--- config.mk ---
export PLATFORM = sky130hd
export DESIGN_NAME = alu_pipe_flat
export DESIGN_NICKNAME = d
export VERILOG_FILES = /design/src/rtl/alu_pkg.sv /design/src/rtl/alu_pipe_if.sv /design/src/rtl/alu_mul_seq.sv /design/src/rtl/alu_pipe.sv /design/src/flat_wrapper.sv
export SDC_FILE = /design/constraint.sdc
export NUM_CORES = 1
export LEC_CHECK = 0
export CAP_MARGIN = 5
export CORE_ASPECT_RATIO = 2
export CORE_MARGIN = 5
export CORE_UTILIZATION = 45
export DETAILED_ROUTE_END_ITERATION = 10
export GPL_TIMING_DRIVEN = 1
export PLACE_DENSITY = 0.73
export SYNTH_ARGS = -nofsm -noshare
export SYNTH_HDL_FRONTEND = slang
export SYNTH_SLANG_ARGS = --single-unit
--- constraint.sdc ---
create_clock -name clk -period 4.9 [get_ports clk]
set_input_delay 0.98 -clock clk [delete_from_list [all_inputs] [get_ports clk]]
set_output_delay 0.98 -clock clk [all_outputs]
set_load 0.05 [all_outputs]
--- src/rtl/alu_pkg.sv ---
// Shared opcodes, flag bit positions and FSM encoding for the pipelined miniRISC ALU.
package alu_pkg;

  localparam logic [3:0] OP_ADD = 4'd0;
  localparam logic [3:0] OP_NEG = 4'd1;
  localparam logic [3:0] OP_AND = 4'd2;
  localparam logic [3:0] OP_XOR = 4'd3;
  localparam logic [3:0] OP_SUB = 4'd4;
  localparam logic [3:0] OP_SRL = 4'd5;
  localparam logic [3:0] OP_SLL = 4'd6;
  localparam logic [3:0] OP_SRA = 4'd7;
  localparam logic [3:0] OP_SLT = 4'd8;
  localparam logic [3:0] OP_MUL = 4'd9;

  localparam int FLG_C = 0;
  localparam int FLG_Z = 1;
  localparam int FLG_S = 2;
  localparam int FLG_V = 3;

  typedef enum logic [0:0] {
    ST_IDLE = 1'b0,
    ST_MUL  = 1'b1
  } alu_state_e;

endpackage

--- src/rtl/alu_pipe_if.sv ---
// Request/response bundle between decode/regfile read (master) and alu_pipe (slave).
interface alu_pipe_if #(
  parameter int WIDTH = 32
);
  localparam int SHW = $clog2(WIDTH);

  // Valid/ready on both sides: a beat transfers on a rising edge where valid && ready;
  // the sender keeps valid and payload stable until that edge, and valid never waits on ready.
  logic             in_valid;
  logic             in_ready;
  logic [WIDTH-1:0] a;
  logic [WIDTH-1:0] b;
  logic [SHW-1:0]   shamt;
  logic [3:0]       op;
  logic             out_valid;
  logic             out_ready;
  logic [WIDTH-1:0] result;
  logic [3:0]       flags;

  modport master (
    output in_valid, a, b, shamt, op, out_ready,
    input  in_ready, out_valid, result, flags
  );

  modport slave (
    input  in_valid, a, b, shamt, op, out_ready,
    output in_ready, out_valid, result, flags
  );

endinterface

--- src/rtl/alu_mul_seq.sv ---
// Iterative shift-add multiplier: one partial product per cycle, WIDTH cycles per multiply.
module alu_mul_seq #(
  parameter int WIDTH = 32
) (
  input  logic               clk,
  input  logic               rst_n,
  input  logic               start,
  input  logic [WIDTH-1:0]   a,
  input  logic [WIDTH-1:0]   b,
  output logic               done,
  output logic [2*WIDTH-1:0] product
);
  localparam int CW = $clog2(WIDTH);

  logic               busy_q,   busy_d;
  logic [CW-1:0]      cnt_q,    cnt_d;
  logic [2*WIDTH-1:0] mcand_q,  mcand_d;
  logic [WIDTH-1:0]   mplier_q, mplier_d;
  logic [2*WIDTH-1:0] acc_q,    acc_d;
  logic [2*WIDTH-1:0] acc_step;

  always_ff @(posedge clk or negedge rst_n) begin
    if (!rst_n) begin
      busy_q   <= 1'b0;
      cnt_q    <= '0;
      mcand_q  <= '0;
      mplier_q <= '0;
      acc_q    <= '0;
    end else begin
      busy_q   <= busy_d;
      cnt_q    <= cnt_d;
      mcand_q  <= mcand_d;
      mplier_q <= mplier_d;
      acc_q    <= acc_d;
    end
  end

  always_comb begin
    acc_step = acc_q + (mplier_q[0] ? mcand_q : '0);
    busy_d   = busy_q;
    cnt_d    = cnt_q;
    mcand_d  = mcand_q;
    mplier_d = mplier_q;
    acc_d    = acc_q;
    if (start) begin
      busy_d   = 1'b1;
      cnt_d    = '0;
      mcand_d  = {{WIDTH{1'b0}}, a};
      mplier_d = b;
      acc_d    = '0;
    end else if (busy_q) begin
      acc_d    = acc_step;
      mcand_d  = mcand_q << 1;
      mplier_d = mplier_q >> 1;
      cnt_d    = cnt_q + 1'b1;
      if (cnt_q == CW'(WIDTH - 1)) busy_d = 1'b0;
    end
  end

  // The final step's sum is handed out combinationally so the owner can register it on the last edge.
  assign done    = busy_q && (cnt_q == CW'(WIDTH - 1));
  assign product = acc_step;

endmodule

--- src/rtl/alu_pipe.sv ---
// Registered ALU with valid/ready on both sides; single-cycle ops plus an iterative MUL.
module alu_pipe
  import alu_pkg::*;
#(
  parameter int WIDTH = 32
) (
  input  logic       clk,
  input  logic       rst_n,
  alu_pipe_if.slave  bus,
  output alu_state_e dbg_state
);

  alu_state_e         state_q, state_d;
  logic               out_valid_q, out_valid_d;
  logic [WIDTH-1:0]   result_q, result_d;
  logic [3:0]         flags_q, flags_d;

  logic               in_ready;
  logic               accept;
  logic               mul_start;
  logic               mul_done;
  logic [2*WIDTH-1:0] mul_product;

  logic [WIDTH:0]     sum_w;
  logic [WIDTH:0]     diff_w;
  logic [WIDTH-1:0]   alu_r;
  logic               alu_c;
  logic               alu_v;

  alu_mul_seq #(.WIDTH(WIDTH)) u_mul (
    .clk     (clk),
    .rst_n   (rst_n),
    .start   (mul_start),
    .a       (bus.a),
    .b       (bus.b),
    .done    (mul_done),
    .product (mul_product)
  );

  always_ff @(posedge clk or negedge rst_n) begin
    if (!rst_n) state_q <= ST_IDLE;
    else        state_q <= state_d;
  end

  always_comb begin
    state_d = state_q;
    case (state_q)
      ST_IDLE: if (mul_start) state_d = ST_MUL;
      ST_MUL:  if (mul_done)  state_d = ST_IDLE;
      default: state_d = ST_IDLE;
    endcase
  end

  // Gating with rst_n keeps in_ready low for the whole time reset is held.
  always_comb begin
    in_ready  = rst_n && (state_q == ST_IDLE) && (!out_valid_q || bus.out_ready);
    accept    = bus.in_valid && in_ready;
    mul_start = accept && (bus.op == OP_MUL);
  end

  always_comb begin
    sum_w  = {1'b0, bus.a} + {1'b0, bus.b};
    diff_w = {1'b0, bus.a} + {1'b0, ~bus.b} + {{WIDTH{1'b0}}, 1'b1};
    alu_r  = '0;
    alu_c  = 1'b0;
    alu_v  = 1'b0;
    case (bus.op)
      OP_ADD: begin
        alu_r = sum_w[WIDTH-1:0];
        alu_c = sum_w[WIDTH];
        alu_v = (bus.a[WIDTH-1] == bus.b[WIDTH-1]) && (sum_w[WIDTH-1] != bus.a[WIDTH-1]);
      end
      OP_NEG: alu_r = ~bus.b + {{(WIDTH-1){1'b0}}, 1'b1};
      OP_AND: alu_r = bus.a & bus.b;
      OP_XOR: alu_r = bus.a ^ bus.b;
      OP_SUB: begin
        alu_r = diff_w[WIDTH-1:0];
        alu_c = diff_w[WIDTH];
        alu_v = (bus.a[WIDTH-1] != bus.b[WIDTH-1]) && (diff_w[WIDTH-1] != bus.a[WIDTH-1]);
      end
      OP_SRL: alu_r = bus.a >> bus.shamt;
      OP_SLL: alu_r = bus.a << bus.shamt;
      OP_SRA: alu_r = $unsigned($signed(bus.a) >>> bus.shamt);
      OP_SLT: alu_r = {{(WIDTH-1){1'b0}}, ($signed(bus.a) < $signed(bus.b))};
      default: alu_r = '0;
    endcase
  end

  // A single-cycle accept and a MUL completion are exclusive: accepts only happen in IDLE.
  always_comb begin
    out_valid_d = out_valid_q;
    result_d    = result_q;
    flags_d     = flags_q;
    if (out_valid_q && bus.out_ready) out_valid_d = 1'b0;
    if (accept && (bus.op != OP_MUL)) begin
      out_valid_d    = 1'b1;
      result_d       = alu_r;
      flags_d[FLG_C] = alu_c;
      flags_d[FLG_V] = alu_v;
      flags_d[FLG_S] = alu_r[WIDTH-1];
      flags_d[FLG_Z] = (alu_r == '0);
    end else if (mul_done) begin
      out_valid_d    = 1'b1;
      result_d       = mul_product[WIDTH-1:0];
      flags_d[FLG_C] = |mul_product[2*WIDTH-1:WIDTH];
      flags_d[FLG_V] = 1'b0;
      flags_d[FLG_S] = mul_product[WIDTH-1];
      flags_d[FLG_Z] = (mul_product[WIDTH-1:0] == '0);
    end
  end

  always_ff @(posedge clk or negedge rst_n) begin
    if (!rst_n) begin
      out_valid_q <= 1'b0;
      result_q    <= '0;
      flags_q     <= '0;
    end else begin
      out_valid_q <= out_valid_d;
      result_q    <= result_d;
      flags_q     <= flags_d;
    end
  end

  assign bus.in_ready  = in_ready;
  assign bus.out_valid = out_valid_q;
  assign bus.result    = result_q;
  assign bus.flags     = flags_q;
  assign dbg_state     = state_q;

endmodule

--- src/flat_wrapper.sv ---
// flat-port wrapper written by rule: the top's interface ports become plain ports
module alu_pipe_flat import alu_pkg::*;
#(
  parameter int WIDTH = 32
)
  (clk, rst_n, dbg_state, bus_in_valid, bus_a, bus_b, bus_shamt, bus_op, bus_out_ready, bus_in_ready, bus_out_valid, bus_result, bus_flags);
  alu_pipe_if #(.WIDTH(WIDTH)) bus_i ();
  input  logic clk;
  input  logic rst_n;
  output alu_state_e dbg_state;
  input wire logic [$bits(bus_i.in_valid)-1:0] bus_in_valid;
  input wire logic [$bits(bus_i.a)-1:0] bus_a;
  input wire logic [$bits(bus_i.b)-1:0] bus_b;
  input wire logic [$bits(bus_i.shamt)-1:0] bus_shamt;
  input wire logic [$bits(bus_i.op)-1:0] bus_op;
  input wire logic [$bits(bus_i.out_ready)-1:0] bus_out_ready;
  output wire logic [$bits(bus_i.in_ready)-1:0] bus_in_ready;
  output wire logic [$bits(bus_i.out_valid)-1:0] bus_out_valid;
  output wire logic [$bits(bus_i.result)-1:0] bus_result;
  output wire logic [$bits(bus_i.flags)-1:0] bus_flags;
  assign bus_i.in_valid = bus_in_valid;
  assign bus_i.a = bus_a;
  assign bus_i.b = bus_b;
  assign bus_i.shamt = bus_shamt;
  assign bus_i.op = bus_op;
  assign bus_i.out_ready = bus_out_ready;
  assign bus_in_ready = bus_i.in_ready;
  assign bus_out_valid = bus_i.out_valid;
  assign bus_result = bus_i.result;
  assign bus_flags = bus_i.flags;
  alu_pipe #(.WIDTH(WIDTH)) u_core (.clk(clk), .rst_n(rst_n), .bus(bus_i), .dbg_state(dbg_state));
endmodule
* Word-level counts from Yosys, hierarchy flattened
Index checks and enable logic that the tools add are counted.
** Word-level totals
- Register bits :: 204
- Input bits :: 77
- Output and inout bits :: 39
- Logic and storage cells :: 81
** Cells by class
- Add/sub/neg operators :: 6
- Magnitude comparators :: 1
- Equality and inequality tests :: 15
- Shifts and indexed selects :: 3
- Mux-type cells :: 25
- Bitwise gates (word level) :: 4
- Reduce and logical (&&, ||, !) cells :: 18
** Operators with widths (number)
- two-way mux 64 bit :: 5
- one-hot mux 32 bit (9 select lines) :: 1
- two-way mux 32 bit :: 4
- adder 32 x 32 -> 33 bit :: 2
- adder 64 bit :: 1
- zero test 32 bit :: 2
- adder 33 x 1 -> 33 bit (second input constant) :: 1
- adder 32 x 1 -> 32 bit (second input constant) :: 1
- bitwise AND 32 bit :: 1
- less-than comparator 32 bit :: 1
- NOT 32 bit :: 1
- OR reduction 32 bit :: 1
- << shifter 32 x 5 -> 32 bit :: 1
- >> shifter 32 x 5 -> 32 bit :: 1
- >>> shifter 32 x 5 -> 32 bit :: 1
- XOR 32 bit :: 1
- equality test 4 x 3 -> 1 bit (second input constant) :: 4
- two-way mux 5 bit :: 2
- logical AND 1 bit :: 9
- equality test 4 x 2 -> 1 bit (second input constant) :: 2
- equality test 4 bit (second input constant) :: 2
- two-way mux 1 bit :: 8
- two-way mux 4 bit :: 2
- one-hot mux 1 bit (2 select lines) :: 3
- 12 further kinds :: 15

* Longest topological paths before layout
- Depth in word-level cells :: 7
- Mapped depth :: 18

* Cells and area by module
Synthesis repeated with hierarchy kept, for this count alone.
** Unflattened totals
- Cell total of the unflattened synthesis :: 2973
- Area, all modules :: 23551.3 sq um
** Modules (own cells, without submodules)
- alu_pipe :: instances 1, cells each 1684, area each 11955.2 sq um
- alu_mul_seq :: instances 1, cells each 1289, area each 11596.1 sq um

* Worst setup path before layout
No wires, ideal clock.
- Path kind :: in2reg
- Start point :: input bus_out_ready
- End point :: register u_core.flags_q[1] (netlist: u_core.bus.flags[1])
- Library setup time :: 0.065 ns
- Arrival time :: 3.972 ns
- Data required time :: 4.835 ns
- Path slack :: 0.862 ns
- Stages :: 11
- Buffers on the path :: 0
- Cells stage by stage :: nor2b_1 nor3b_1 nand2_1 nor2_1 nor2_1 nor4_1 nand4_1 or3_1 nor4_2 and4bb_1 a31o_1
** Between the ends
- Cells in the longest elaborated chain, start to end :: 5
** Ends and longest elaborated chain
- start, declared :: line flat_wrapper.sv:16 : input wire logic [$bits(bus_i.out_ready)-1:0] bus_out_ready;
- logical OR 1 bit * :: line alu_pipe.sv:56 : in_ready = rst_n && (state_q == ST_IDLE) && (!out_valid_q || bus.out_ready);
- logical AND 1 bit * :: line alu_pipe.sv:56
- via bus_in_ready :: line flat_wrapper.sv:17 : output wire logic [$bits(bus_i.in_ready)-1:0] bus_in_ready;
- logical AND 1 bit * :: line alu_pipe.sv:57 : accept = bus.in_valid && in_ready;
- logical AND 1 bit * :: line alu_pipe.sv:95 : if (accept && (bus.op != OP_MUL)) begin
- two-way mux 4 bit / nonzero test 2 bit (equally long branches)
- end signal, assigned :: line alu_pipe.sv:120 : flags_q <= flags_d;
- end, declared :: line alu_pipe.sv:16 : logic [3:0] flags_q, flags_d;
The timed path passes the listed nets; every way through them passes the cells marked *.
A chain may end at the register's enable or synchronous reset.

* Worst setup path in the final report
- Start point :: register u_core.u_mul.mplier_q[0]
- End point :: register u_core.flags_q[0] (netlist: u_core.bus.flags[0])
** Between the ends
- Cells in the longest elaborated chain, start to end :: 5
** Ends and longest elaborated chain
- start, declared :: line alu_mul_seq.sv:18 : logic [WIDTH-1:0] mplier_q, mplier_d;
- start signal, assigned :: line alu_mul_seq.sv:33 : mplier_q <= mplier_d;
- two-way mux 64 bit :: line alu_mul_seq.sv:39 : acc_step = acc_q + (mplier_q[0] ? mcand_q : '0);
- adder 64 bit :: line alu_mul_seq.sv:39
- OR reduction 32 bit :: line alu_pipe.sv:105 : flags_d[FLG_C] = |mul_product[2*WIDTH-1:WIDTH];
- two-way mux 4 bit :: line alu_pipe.sv:102 : end else if (mul_done) begin
- two-way mux 4 bit :: line alu_pipe.sv:95
No other way between the ends. The select of a mux whose other input is x is not followed.

==> results.py <==
metrics = {
    "yosys": {
        "synth_most_common_cell": "nor2_1",
        "synth_area_leader_cell": "dfrtp_1",
        "postSynthCellCount": 2875,
        "avgSynthCellArea_um2": 7.938,
        "syn-num-nets": 3085,
        "ys_ff_latch": 203,
        "yosysWarnings": 0,
        "synthFlopType": "dfrtp_1",
        "synth_cell_types": 109,
        "synth.cell_area_mm2": 0.02282,
        "yosysTopAreaCellShare_pct": 22.26,
        "async_reset_ff_share_pct": 100.0,
        "synth_common_cells": "367 x nor2_1, 249 x a21oi_1, 248 x nand2_1, 228 x mux2i_1, 203 x dfrtp_1",
        "ys_seq_area_share_pct": 22.26,
        "synth_area_leaders": "dfrtp_1 22%, mux2i_1 10%, ha_1 7.1%",
        "synth_edf_count": 0,
    },
    "critical_path": {
        "cp_top_family": "compound AO/OA/AOI/OAI gates",
        "path_max_fanout": 8,
        "start_kind": "register",
        "cp_slowest_cell": "a2111oi_0",
        "rr_startpoint": "u_core.u_mul.mplier_q[0]$_DFFE_PN0P_",
        "reg2reg_to": "u_core.bus.flags[0]$_DFFE_PN0P_",
        "worstRegToRegCells": 17,
        "cp.required_ns": 5.26,
        "path_cells": "buf_2 > buf_4 > and2_1 > ha_1 > a21o_1 > a2111oi_0 > o21ai_0 > o21ai_0 > o21ai_2 > xnor2_1 > buf_4 > nor4bb_4 > nor4b_4 > buf_4 > nand4b_1 > nor4b_2 > a41oi_1",
        "crit_path_end_kind": "register",
        "slowest_delay_ns": 0.77,
        "worst-r2r-setup-slack_ns": -0.02,
        "worst-path-buf-inv": 4,
        "cp_data_arrival_time_ns": 5.28,
        "crit_type": "register to register",
        "path_common_cell": "buf_4",
    },
    "route": {
        "drc": 0,
        "drt_pass1_iterations": 6,
        "avgRoutedWirePerCell_um": 30.55,
        "drt_first_iter_violations": 2498,
        "ant_nets": 0,
        "vias": 28167,
        "drt_wl_total_um": 130900,
        "via_per_inst": 6.575,
    },
    "global_routing": {
        "antenna_found_initial": 5,
        "grt_usage_pct": 45.68,
        "grt_max_degree": 146,
        "grt_pass1_vias": 29571,
        "grt_overflow": 0,
        "grt_pass1_wl_um": 188100,
    },
    "pwr": {
        "vdd_drop_max_uv": 1066,
        "leakagePower_nw": 14.24,
        "p_per_area_mw_per_mm2": 665.6,
    },
    "sta": {
        "setup_viol": 1,
        "max_slew.worst_pin.slew_ns": 1.135,
        "tns_ns": -0.01619,
        "finalHoldViolations": 0,
        "period_share_pct": 100.3,
        "fin_hold_ws_ns": 0.5240,
        "slew_viol_final": 0,
        "fmax_ghz": 0.2034,
        "setup_ws_ns": -0.01619,
        "relSlewSlack_pct": 24.11,
        "skew_ns": 0.02075,
        "period_minus_slack_ns": 4.916,
    },
    "placed_design": {
        "finalWeightedCongestion": 1.158,
        "portBuffers": 115,
        "dpl-instance-area_mm2": 0.03014,
        "hpwl_um": 105500,
    },
    "die": {
        "die_area_mm2": 0.05559,
        "die-width_um": 169.2,
        "core.rowCount": 116,
        "pin_count": 116,
        "dieHeight_um": 328.5,
        "core_area_mm2": 0.05022,
        "start_util_pct": 45.44,
    },
    "finish": {
        "n_fill_cell": 4462,
        "stdcell_area_mm2": 0.03106,
        "final_nets": 3827,
        "postLayoutCoreUtil_pct": 61.86,
        "syn2layout_area_growth_pct": 36.13,
        "drive_above_1_share_pct": 27.18,
    },
    "cts": {
        "cts_made_buffers": 20,
        "path_clk_slew_ns": 0.07,
        "clock_latency_ns": 0.54,
        "cts_hold_buf": 0,
        "cts-root-buf": "clkbuf_16",
        "htree_levels": 1,
        "clkSinkCount": 203,
        "clock_path_buffers": 3,
        "tritoncts": "built",
    },
    "flow_run": {
        "maxCapViolations": 0,
    },
    "run_status": {
        "failed_checks": "setup timing",
        "status": "complete, but fails checks",
    },
    "min_path": {
        "holdPathStages": 2,
        "min_from": "u_core.dbg_state$_DFF_PN0_",
        "holdCritPathClass": "register to register",
        "holdPathEnd": "u_core.dbg_state$_DFF_PN0_",
    },
}
[metrics by stage]
stage | std cells | setup slack, ns | power, mW
finish | 4284 | -0.01619 | 20.68
global route | 4281 | -0.007724 | 21.67
CTS | 4278 | 0.07874 | 19.97
detailed placement | 4242 | -0.4762 | 17.97
global placement | 4242 | -0.4644 | 17.55
floorplan | 2875 | 0.8624 | 10.92
[layout make-up]
class | count | area (um2) | share of cell area (%)
sequential | 203 | 5085 | 16.37
antenna | 4 | 10.01 | 0.03222
multi-input combinational | 2378 | 16640 | 53.56
clock buffer | 26 | 584.3 | 1.881
inverter | 86 | 322.8 | 1.039
timing repair buffer | 928 | 7435 | 23.93
clock inverter | 10 | 177.7 | 0.5719
tap | 649 | 812.0 | 2.614
[repair_timing]
action / 4_1_cts / 5_1_grt
endpoints found under the hold margin: 0 / 0
endpoints found under the setup margin: 1 / 5
gates resized for setup: 7 / 17
buffers inserted: 0 / 2
pin swaps: 0 / 3
[how the worst max path moves through the flow]
stage	startpoint	to	slack (ns)	depth (start not counted)
floorplan	bus_out_ready	u_core.bus.flags[1]$_DFFE_PN0P_	0.86	11
global placement	bus_a[19]	u_core.bus.flags[1]$_DFFE_PN0P_	-0.46	18
detailed placement	u_core.u_mul.mplier_q[0]$_DFFE_PN0P_	u_core.bus.flags[0]$_DFFE_PN0P_	-0.48	18
CTS	u_core.u_mul.mplier_q[0]$_DFFE_PN0P_	u_core.bus.flags[0]$_DFFE_PN0P_	0.08	18
global route	u_core.u_mul.mplier_q[0]$_DFFE_PN0P_	u_core.bus.flags[0]$_DFFE_PN0P_	-0.008	17
finish	u_core.u_mul.mplier_q[0]$_DFFE_PN0P_	u_core.bus.flags[0]$_DFFE_PN0P_	-0.02	17
[cells by family after synthesis]
group           Yosys count  synth area share [%]
compound gates          839                 24.27
xor+xnor                 96                 3.684
fa+ha+maj               133                 7.391
buf+inv                 294                 5.631
flops                   203                 22.26
mux                     296                 15.52
simple gates           1014                 21.24
[report_power, final]
part / internal (mW) / total (mW) / switching, mW / leakage (nW)
combinational: 6.81 / 15.7 / 8.88 / 11.5
sequential: 2.48 / 3.16 / 0.683 / 2.33
clock: 1.07 / 1.82 / 0.758 / 0.365
total: 10.4 / 20.7 / 10.3 / 14.2
[sequential cells by signal, indices dropped and copies added (netlist names)]
signal                 flops
u_core.u_mul.acc_q        64
u_core.u_mul.mcand_q      64
u_core.u_mul.mplier_q     32
u_core.bus.result         31
u_core.u_mul.cnt_q         5
u_core.bus.flags           4
u_core.bus.out_valid       1
u_core.dbg_state           1
u_core.u_mul.busy_q        1
[metal layers]
layer,global-route usage [%],share of wire [%],vias to the layer above
li1,-,-,12095
met1,40.15,29,13474
met2,81.34,50,1772
met3,8.526,6.7,826
met4,49.55,15,0
met5,0,0,-
[placed cells by master (no fill, tap or decap), types with 25 or more instances in the layout]
cell type / count
a211oi_1: 41
a21o_1: 35
a21oi_1: 247
a31oi_1: 34
and2_1: 80
and3_1: 34
buf_4: 799
clkdlybuf4s50_1: 108
dfrtp_1: 201
ha_1: 130
inv_1: 81
mux2i_1: 228
mux4_2: 35
nand2_1: 248
nand2b_1: 31
nand3_1: 53
nand4_1: 37
nor2_1: 365
nor3_1: 36
o211ai_1: 34
o21ai_0: 150
o21bai_1: 25
xnor2_1: 72
[worst reg2reg max path, stage by stage (launching register included)]
cell and delay (ns):
dfrtp_2 0.49, buf_2 0.20, buf_4 0.15, and2_1 0.13
ha_1 0.29, a21o_1 0.20, a2111oi_0 0.77, o21ai_0 0.27
o21ai_0 0.26, o21ai_2 0.13, xnor2_1 0.15, buf_4 0.21
nor4bb_4 0.37, nor4b_4 0.25, buf_4 0.20, nand4b_1 0.23
nor4b_2 0.32, a41oi_1 0.14
Power figures use the tool's default switching activity.
